===== config.mk =====
export PLATFORM = sky130hd
export DESIGN_NAME = sram_arbiter
export DESIGN_NICKNAME = d
export VERILOG_FILES = /design/src/rtl/mycpu_pkg.sv /design/src/rtl/sram_id_fifo.sv /design/src/rtl/sram_arbiter.sv
export SDC_FILE = /design/constraint.sdc
export NUM_CORES = 1
export LEC_CHECK = 0
export ABC_AREA = 0
export CORE_AREA = 2 2 109 111
export CTS_CLUSTER_DIAMETER = 200
export CTS_CLUSTER_SIZE = 14
export DETAILED_ROUTE_END_ITERATION = 10
export DIE_AREA = 0 0 111 113
export HOLD_SLACK_MARGIN = 0.05
export SLEW_MARGIN = 20
export SYNTH_ARGS = -nofsm -noshare
export SYNTH_HDL_FRONTEND = slang
export SYNTH_SLANG_ARGS = --single-unit

===== constraint.sdc =====
create_clock -name clk -period 3.15 [get_ports clk]
set_input_delay 0.63 -clock clk [delete_from_list [all_inputs] [get_ports clk]]
set_output_delay 0.63 -clock clk [all_outputs]
set_load 0.02 [all_outputs]

===== src/rtl/mycpu_pkg.sv =====
// Shared definitions for the SRAM-side bus blocks: transfer size encodings
// and default parameter values.
package mycpu_pkg;

  typedef enum logic [1:0] {
    SIZE_BYTE = 2'd0,
    SIZE_HALF = 2'd1,
    SIZE_WORD = 2'd2
  } size_e;

  localparam int DEF_NUM_CH = 2;
  localparam int DEF_ADDR_W = 32;
  localparam int DEF_DATA_W = 32;
  localparam int DEF_DEPTH  = 4;

  // Index width that stays at least one bit wide.
  function automatic int idx_w(input int n);
    return (n > 1) ? $clog2(n) : 1;
  endfunction

endpackage


===== src/rtl/sram_id_fifo.sv =====
// Ordered FIFO of channel IDs for issued-but-unanswered memory requests.
// The head is read combinationally so a response routes in the same cycle.
module sram_id_fifo
  import mycpu_pkg::*;
#(
  parameter int W     = 1,
  parameter int DEPTH = DEF_DEPTH
) (
  input  logic                       clk,
  input  logic                       resetn,
  input  logic                       push,
  input  logic [W-1:0]               push_id,
  input  logic                       pop,
  output logic [W-1:0]               head_id,
  output logic [$clog2(DEPTH):0]     count
);

  localparam int PW = $clog2(DEPTH);

  logic [W-1:0]  mem [DEPTH];
  logic [PW-1:0] wptr_reg;
  logic [PW-1:0] rptr_reg;
  logic [PW:0]   count_reg;

  always_ff @(posedge clk) begin
    if (push) mem[wptr_reg] <= push_id;
  end

  // Pointers wrap naturally because DEPTH is a power of two.
  always_ff @(posedge clk or negedge resetn) begin
    if (!resetn) begin
      wptr_reg  <= '0;
      rptr_reg  <= '0;
      count_reg <= '0;
    end else begin
      if (push) wptr_reg <= wptr_reg + PW'(1);
      if (pop)  rptr_reg <= rptr_reg + PW'(1);
      case ({push, pop})
        2'b10:   count_reg <= count_reg + (PW+1)'(1);
        2'b01:   count_reg <= count_reg - (PW+1)'(1);
        default: count_reg <= count_reg;
      endcase
    end
  end

  assign head_id = mem[rptr_reg];
  assign count   = count_reg;

endmodule


===== src/rtl/sram_arbiter.sv =====
// N-channel arbiter onto one SRAM-like port with in-order response routing.
// Define SRAM_ARB_ROUND_ROBIN_EN for round-robin; otherwise fixed priority.
module sram_arbiter
  import mycpu_pkg::*;
#(
  parameter int NUM_CH = DEF_NUM_CH,
  parameter int ADDR_W = DEF_ADDR_W,
  parameter int DATA_W = DEF_DATA_W,
  parameter int DEPTH  = DEF_DEPTH
) (
  input  logic                       clk,
  input  logic                       resetn,
  input  logic [NUM_CH-1:0]          ch_req,
  input  logic [NUM_CH-1:0]          ch_wr,
  input  logic [2*NUM_CH-1:0]        ch_size,
  input  logic [ADDR_W*NUM_CH-1:0]   ch_addr,
  input  logic [DATA_W*NUM_CH-1:0]   ch_wdata,
  output logic [NUM_CH-1:0]          ch_addr_ok,
  output logic [NUM_CH-1:0]          ch_data_ok,
  output logic [DATA_W-1:0]          ch_rdata,
  output logic                       m_req,
  output logic                       m_wr,
  output logic [1:0]                 m_size,
  output logic [ADDR_W-1:0]          m_addr,
  output logic [DATA_W-1:0]          m_wdata,
  input  logic                       m_addr_ok,
  input  logic                       m_data_ok,
  input  logic [DATA_W-1:0]          m_rdata,
  output logic                       resp_err
);

  localparam int IDW = idx_w(NUM_CH);
  localparam int CW  = $clog2(DEPTH) + 1;

  logic [IDW-1:0] arb_idx;
  logic [IDW-1:0] grant;
  logic [IDW-1:0] grant_reg;
  logic [IDW-1:0] head_id;
  logic           lock_reg;
  logic           resp_err_reg;
  logic [CW-1:0]  count;
  logic           full;
  logic           accept;
  logic           resp;

`ifdef SRAM_ARB_ROUND_ROBIN_EN
  logic [IDW-1:0] prio_ptr_reg;
  logic [IDW:0]   cand;
  logic           found;

  // Scan channels starting at the priority pointer, wrapping at NUM_CH.
  always_comb begin
    arb_idx = prio_ptr_reg;
    found   = 1'b0;
    cand    = '0;
    for (int i = 0; i < NUM_CH; i++) begin
      cand = {1'b0, prio_ptr_reg} + (IDW+1)'(i);
      if (cand >= (IDW+1)'(NUM_CH)) cand = cand - (IDW+1)'(NUM_CH);
      if (!found && ch_req[cand[IDW-1:0]]) begin
        arb_idx = cand[IDW-1:0];
        found   = 1'b1;
      end
    end
  end

  always_ff @(posedge clk or negedge resetn) begin
    if (!resetn)
      prio_ptr_reg <= '0;
    else if (accept)
      prio_ptr_reg <= (grant == IDW'(NUM_CH - 1)) ? '0 : grant + IDW'(1);
  end
`else
  always_comb begin
    arb_idx = '0;
    for (int i = NUM_CH - 1; i >= 0; i--) begin
      if (ch_req[i]) arb_idx = IDW'(i);
    end
  end
`endif

  // A stalled request keeps its grant until the memory accepts it.
  assign grant  = lock_reg ? grant_reg : arb_idx;
  assign full   = (count == CW'(DEPTH));
  assign m_req  = ((|ch_req) || lock_reg) && !full;
  assign accept = m_req && m_addr_ok;
  assign resp   = m_data_ok && (count != '0);

  assign m_wr     = ch_wr[grant];
  assign m_size   = ch_size[int'(grant)*2 +: 2];
  assign m_addr   = ch_addr[int'(grant)*ADDR_W +: ADDR_W];
  assign m_wdata  = ch_wdata[int'(grant)*DATA_W +: DATA_W];
  assign ch_rdata = m_rdata;
  assign resp_err = resp_err_reg;

  for (genvar gi = 0; gi < NUM_CH; gi++) begin : g_ch
    assign ch_addr_ok[gi] = accept && (grant == IDW'(gi));
    assign ch_data_ok[gi] = resp && (head_id == IDW'(gi));
  end

  always_ff @(posedge clk or negedge resetn) begin
    if (!resetn) begin
      lock_reg     <= 1'b0;
      grant_reg    <= '0;
      resp_err_reg <= 1'b0;
    end else begin
      if (accept) begin
        lock_reg <= 1'b0;
      end else if (m_req) begin
        lock_reg  <= 1'b1;
        grant_reg <= grant;
      end
      if (m_data_ok && (count == '0)) resp_err_reg <= 1'b1;
    end
  end

  sram_id_fifo #(
    .W     (IDW),
    .DEPTH (DEPTH)
  ) u_id_fifo (
    .clk     (clk),
    .resetn  (resetn),
    .push    (accept),
    .push_id (grant),
    .pop     (resp),
    .head_id (head_id),
    .count   (count)
  );

endmodule


==> report_table.html <==
<table>
<tr><th>Metric</th><th>Value</th></tr>
<tr><th colspan="2">Status</th></tr>
<tr><td>Status</td><td>finished, final reports clean</td></tr>
<tr><th colspan="2">GRT</th></tr>
<tr><td>Number of global-route vias before repair</td><td>2044</td></tr>
<tr><td>Global-route wire length before repair</td><td>12280 um</td></tr>
<tr><td>Total Routing Usage GR</td><td>12.33%</td></tr>
<tr><td>GR Overflow Total</td><td>0</td></tr>
<tr><td>Number of antenna violations at the first check in global routing</td><td>0</td></tr>
<tr><td>Largest net degree at the start of global routing</td><td>49</td></tr>
<tr><th colspan="2">Placement</th></tr>
<tr><td>Post-Place Setup Slack</td><td>-0.1727 ns</td></tr>
<tr><td>Buffers on Ports</td><td>212</td></tr>
<tr><td>Placed Instance Area</td><td>3866 um^2</td></tr>
<tr><td>Hpwl dp</td><td>6903 um</td></tr>
<tr><td>Inst Count DP</td><td>490</td></tr>
<tr><td>Final RePlAce weighted congestion</td><td>0.6976</td></tr>
<tr><th colspan="2">Synthesis</th></tr>
<tr><td>Fraction of registers with async set or reset after synthesis</td><td>71.43%</td></tr>
<tr><td>Part of the Yosys area used for sequential elements</td><td>20.74%</td></tr>
<tr><td>Netlist Area Pre-Place</td><td>1785 um^2</td></tr>
<tr><td>Library cells used by synthesis</td><td>30</td></tr>
<tr><td>Commonest register cell after synthesis</td><td>sky130_fd_sc_hd__dfrtp_1</td></tr>
<tr><td>Flip-flop and latch count after synthesis</td><td>14</td></tr>
<tr><td>Number of synthesized flops with an enable pin</td><td>4</td></tr>
<tr><td>Synth Net Count</td><td>347</td></tr>
<tr><td>Syn Inst Count</td><td>169</td></tr>
<tr><td>Yosys synthesis warning count</td><td>0</td></tr>
<tr><td>Post-Syn Area per Cell</td><td>10.56 um^2</td></tr>
<tr><th colspan="2">Worst hold path</th></tr>
<tr><td>Worst min-delay path category</td><td>reg2reg</td></tr>
<tr><th colspan="2">Finish</th></tr>
<tr><td>Number of fill cells</td><td>1150</td></tr>
<tr><td>Area taken by flip-flops and latches</td><td>370.4 um^2</td></tr>
<tr><td>Cell area after layout</td><td>3956 um^2</td></tr>
<tr><td>Multi-input logic area</td><td>1117 um^2</td></tr>
<tr><td>Largest register FFs</td><td>4</td></tr>
<tr><td>Ant. Diodes</td><td>0</td></tr>
<tr><td>Layout Utilization</td><td>35.10%</td></tr>
<tr><td>Fraction of final layout cells sized beyond drive strength 1</td><td>25.00%</td></tr>
<tr><td>Layout-stage area growth over the synthesis result</td><td>121.6%</td></tr>
<tr><td>Post-route non-filler standard cell count</td><td>495</td></tr>
<tr><td>Total Nets Final</td><td>531</td></tr>
<tr><th colspan="2">Clocking</th></tr>
<tr><td>Clock transition at the registers of the reported paths</td><td>0.05 ns</td></tr>
<tr><td>Post-cts hold buffer count</td><td>0</td></tr>
<tr><td>Clock tree from TritonCTS</td><td>done</td></tr>
<tr><td>Clock sink count</td><td>14</td></tr>
<tr><td>Level count of the clock H-tree</td><td>1</td></tr>
<tr><td>Num CTS Buffers</td><td>3</td></tr>
<tr><td>Clk_lat worst skew</td><td>0.24 ns</td></tr>
<tr><td>Maximum root-to-sink buffer count</td><td>2</td></tr>
<tr><td>Post-CTS Setup Inserts</td><td>0</td></tr>
<tr><td>Buffer cell driving the clock tree root</td><td>sky130_fd_sc_hd__clkbuf_16</td></tr>
<tr><th colspan="2">STA</th></tr>
<tr><td>Transition time of the tightest slew-check pin</td><td>0.4815 ns</td></tr>
<tr><td>Setup skew after layout</td><td>0.002244 ns</td></tr>
<tr><td>Post-route setup slack</td><td>0.08326 ns</td></tr>
<tr><td>RSZ-0062 raised after global routing</td><td>yes</td></tr>
<tr><td>Crit path time final</td><td>3.067 ns</td></tr>
<tr><td>Period utilisation layout</td><td>97.36%</td></tr>
<tr><td>Count of endpoints failing setup in the final report</td><td>0</td></tr>
<tr><td>Slew headroom</td><td>67.80%</td></tr>
<tr><td>Fmax</td><td>0.3261 GHz</td></tr>
<tr><td>Max-slew violations</td><td>0</td></tr>
<tr><td>Final TNS setup</td><td>0 ns</td></tr>
<tr><td>Final hold violations</td><td>0</td></tr>
<tr><td>Hold_ws</td><td>0.4663 ns</td></tr>
<tr><th colspan="2">Die</th></tr>
<tr><td>Standard-cell row count</td><td>39</td></tr>
<tr><td>Total die area</td><td>12540 um^2</td></tr>
<tr><td>Starting utilization of the core area</td><td>15.84%</td></tr>
<tr><td>Std-Cell Core Area</td><td>11270 um^2</td></tr>
<tr><td>Die Wd</td><td>111 um</td></tr>
<tr><td>Io pins</td><td>277</td></tr>
<tr><td>Die Ht</td><td>113 um</td></tr>
<tr><th colspan="2">Worst setup path</th></tr>
<tr><td>Critical Path, Cell by Cell</td><td>clkdlybuf4s50_1 -&gt; nand2b_1 -&gt; o21ai_4 -&gt; clkbuf_16 -&gt; mux2_2 -&gt; dlygate4sd2_1</td></tr>
<tr><td>Largest incremental delay on the critical path</td><td>0.42 ns</td></tr>
<tr><td>Reg-to-reg slack, setup</td><td>0.74 ns</td></tr>
<tr><td>Count of buffer and inverter cells on the critical path</td><td>3</td></tr>
<tr><td>Worst setup EP type</td><td>output port</td></tr>
<tr><td>Largest fanout of any net on the critical path</td><td>24</td></tr>
<tr><td>Worst-path cell with the longest stage delay</td><td>sky130_fd_sc_hd__clkdlybuf4s50_1</td></tr>
<tr><td>Critical path start-end classification</td><td>in2out</td></tr>
<tr><td>Critical path data arrival time</td><td>2.44 ns</td></tr>
<tr><td>Critical path required time</td><td>2.52 ns</td></tr>
<tr><td>Critical path startpoint category</td><td>input port</td></tr>
<tr><td>Delay-heaviest family, CP</td><td>buffers and inverters</td></tr>
<tr><th colspan="2">Routing</th></tr>
<tr><td>Overall routed net length</td><td>8364 um</td></tr>
<tr><td>ANT nets after route</td><td>0</td></tr>
<tr><td>Routed vias</td><td>1946</td></tr>
<tr><td>Initial detailed-routing violation count</td><td>31</td></tr>
<tr><td>Routed vias/inst</td><td>3.931</td></tr>
<tr><td>Post-DR wirelength/cell</td><td>16.90 um</td></tr>
<tr><td>Remaining design rule violation count</td><td>0</td></tr>
<tr><td>DR pass1 iterations</td><td>4</td></tr>
<tr><th colspan="2">Power</th></tr>
<tr><td>Total leakage power</td><td>1.694 nW</td></tr>
<tr><td>VDD IR max</td><td>0.3301 mV</td></tr>
<tr><td>Areal power density over the cells</td><td>582.6 nW/um^2</td></tr>
<tr><td>Final Power</td><td>2.305 mW</td></tr>
<tr><th colspan="2">Flow run</th></tr>
<tr><td>Number of violations of the max-capacitance limit</td><td>0</td></tr>
</table>
worst paths after layout:
path	startpoint	end	depth (start not counted)
min reg2reg	resp_err	resp_err	1
min	resp_err	resp_err	1
max reg2reg	u_id_fifo.count[0]	u_id_fifo.count[2]	10
max	ch_req[0]	m_wdata[11]	6
max in group asynchronous	resetn	u_id_fifo.rptr_reg[1]	1
min in group asynchronous	resetn	u_id_fifo.wptr_reg[0]	1
cells in the mapped netlist (2+ instances only):
master | count | area [um^2]
sky130_fd_sc_hd__mux2_2 | 67 | 754.5
sky130_fd_sc_hd__buf_4 | 32 | 240.2
sky130_fd_sc_hd__dfrtp_1 | 10 | 250.2
sky130_fd_sc_hd__buf_2 | 7 | 35.03
sky130_fd_sc_hd__inv_1 | 6 | 22.52
sky130_fd_sc_hd__and2_2 | 5 | 37.54
sky130_fd_sc_hd__ha_1 | 5 | 62.56
sky130_fd_sc_hd__edfxtp_1 | 4 | 120.1
sky130_fd_sc_hd__nor2_1 | 4 | 15.01
sky130_fd_sc_hd__nand2_1 | 3 | 11.26
sky130_fd_sc_hd__xnor2_1 | 3 | 26.28
sky130_fd_sc_hd__xor2_1 | 3 | 26.28
sky130_fd_sc_hd__a31oi_1 | 2 | 12.51
sky130_fd_sc_hd__nor3_1 | 2 | 10.01
where the power goes:
group          switching (mW)  internal (mW)
Sequential             0.0735          0.274
Clock                  0.0743          0.168
Combinational           0.810          0.905
Total                   0.958           1.35
metal layers:
layer / part of all wire, % / GRT usage, % / up-vias
li1: - / - / 923
met4: 0.62 / 2.250 / 0
met5: 0 / 0 / -
met1: 42 / 15.57 / 901
met3: 8.8 / 3.910 / 7
met2: 48 / 20.94 / 115
layout by cell type (no fill, tap or decap), types with 5 or more instances in the layout:
cell | Yosys | routed
sky130_fd_sc_hd__dlymetal6s2s_1 | 0 | 13
sky130_fd_sc_hd__ha_1 | 5 | 5
sky130_fd_sc_hd__buf_4 | 32 | 5
sky130_fd_sc_hd__dlygate4sd2_1 | 0 | 47
sky130_fd_sc_hd__and2_2 | 5 | 5
sky130_fd_sc_hd__dfrtp_1 | 10 | 10
sky130_fd_sc_hd__clkdlybuf4s50_1 | 0 | 143
sky130_fd_sc_hd__clkdlybuf4s15_1 | 0 | 8
sky130_fd_sc_hd__mux2_2 | 67 | 67
sky130_fd_sc_hd__inv_1 | 6 | 6
layout make-up:
cell class              instances  area share [%]
multi-input cells             109           28.24
inverters                       6          0.5693
well taps                     143           4.522
repair buffers                219           55.31
clock inverters                 1         0.09488
flip-flops and latches         14           9.361
clock buffers                   3           1.898
cell families after synthesis:
| logic type | after synthesis | share of synthesized area [%] |
|---|---|---|
| adders and majority gates | 6 | 4.625 |
| buffers and inverters | 46 | 17.31 |
| muxes | 70 | 44.92 |
| DFF | 14 | 20.74 |
| AOI/OAI and AO/OA | 6 | 2.383 |
| xor gates and xnor gates | 6 | 2.944 |
| and+or+nand+nor | 21 | 7.079 |
repair_timing:
| item | 4_1_cts | 5_1_grt |
|---|---|---|
| gates cloned | 0 | 1 |
| setup endpoints to repair | 68 | 24 |
| resized for setup | 58 | 21 |
| pin swaps | 0 | 0 |
Power figures use the tool's default switching activity.
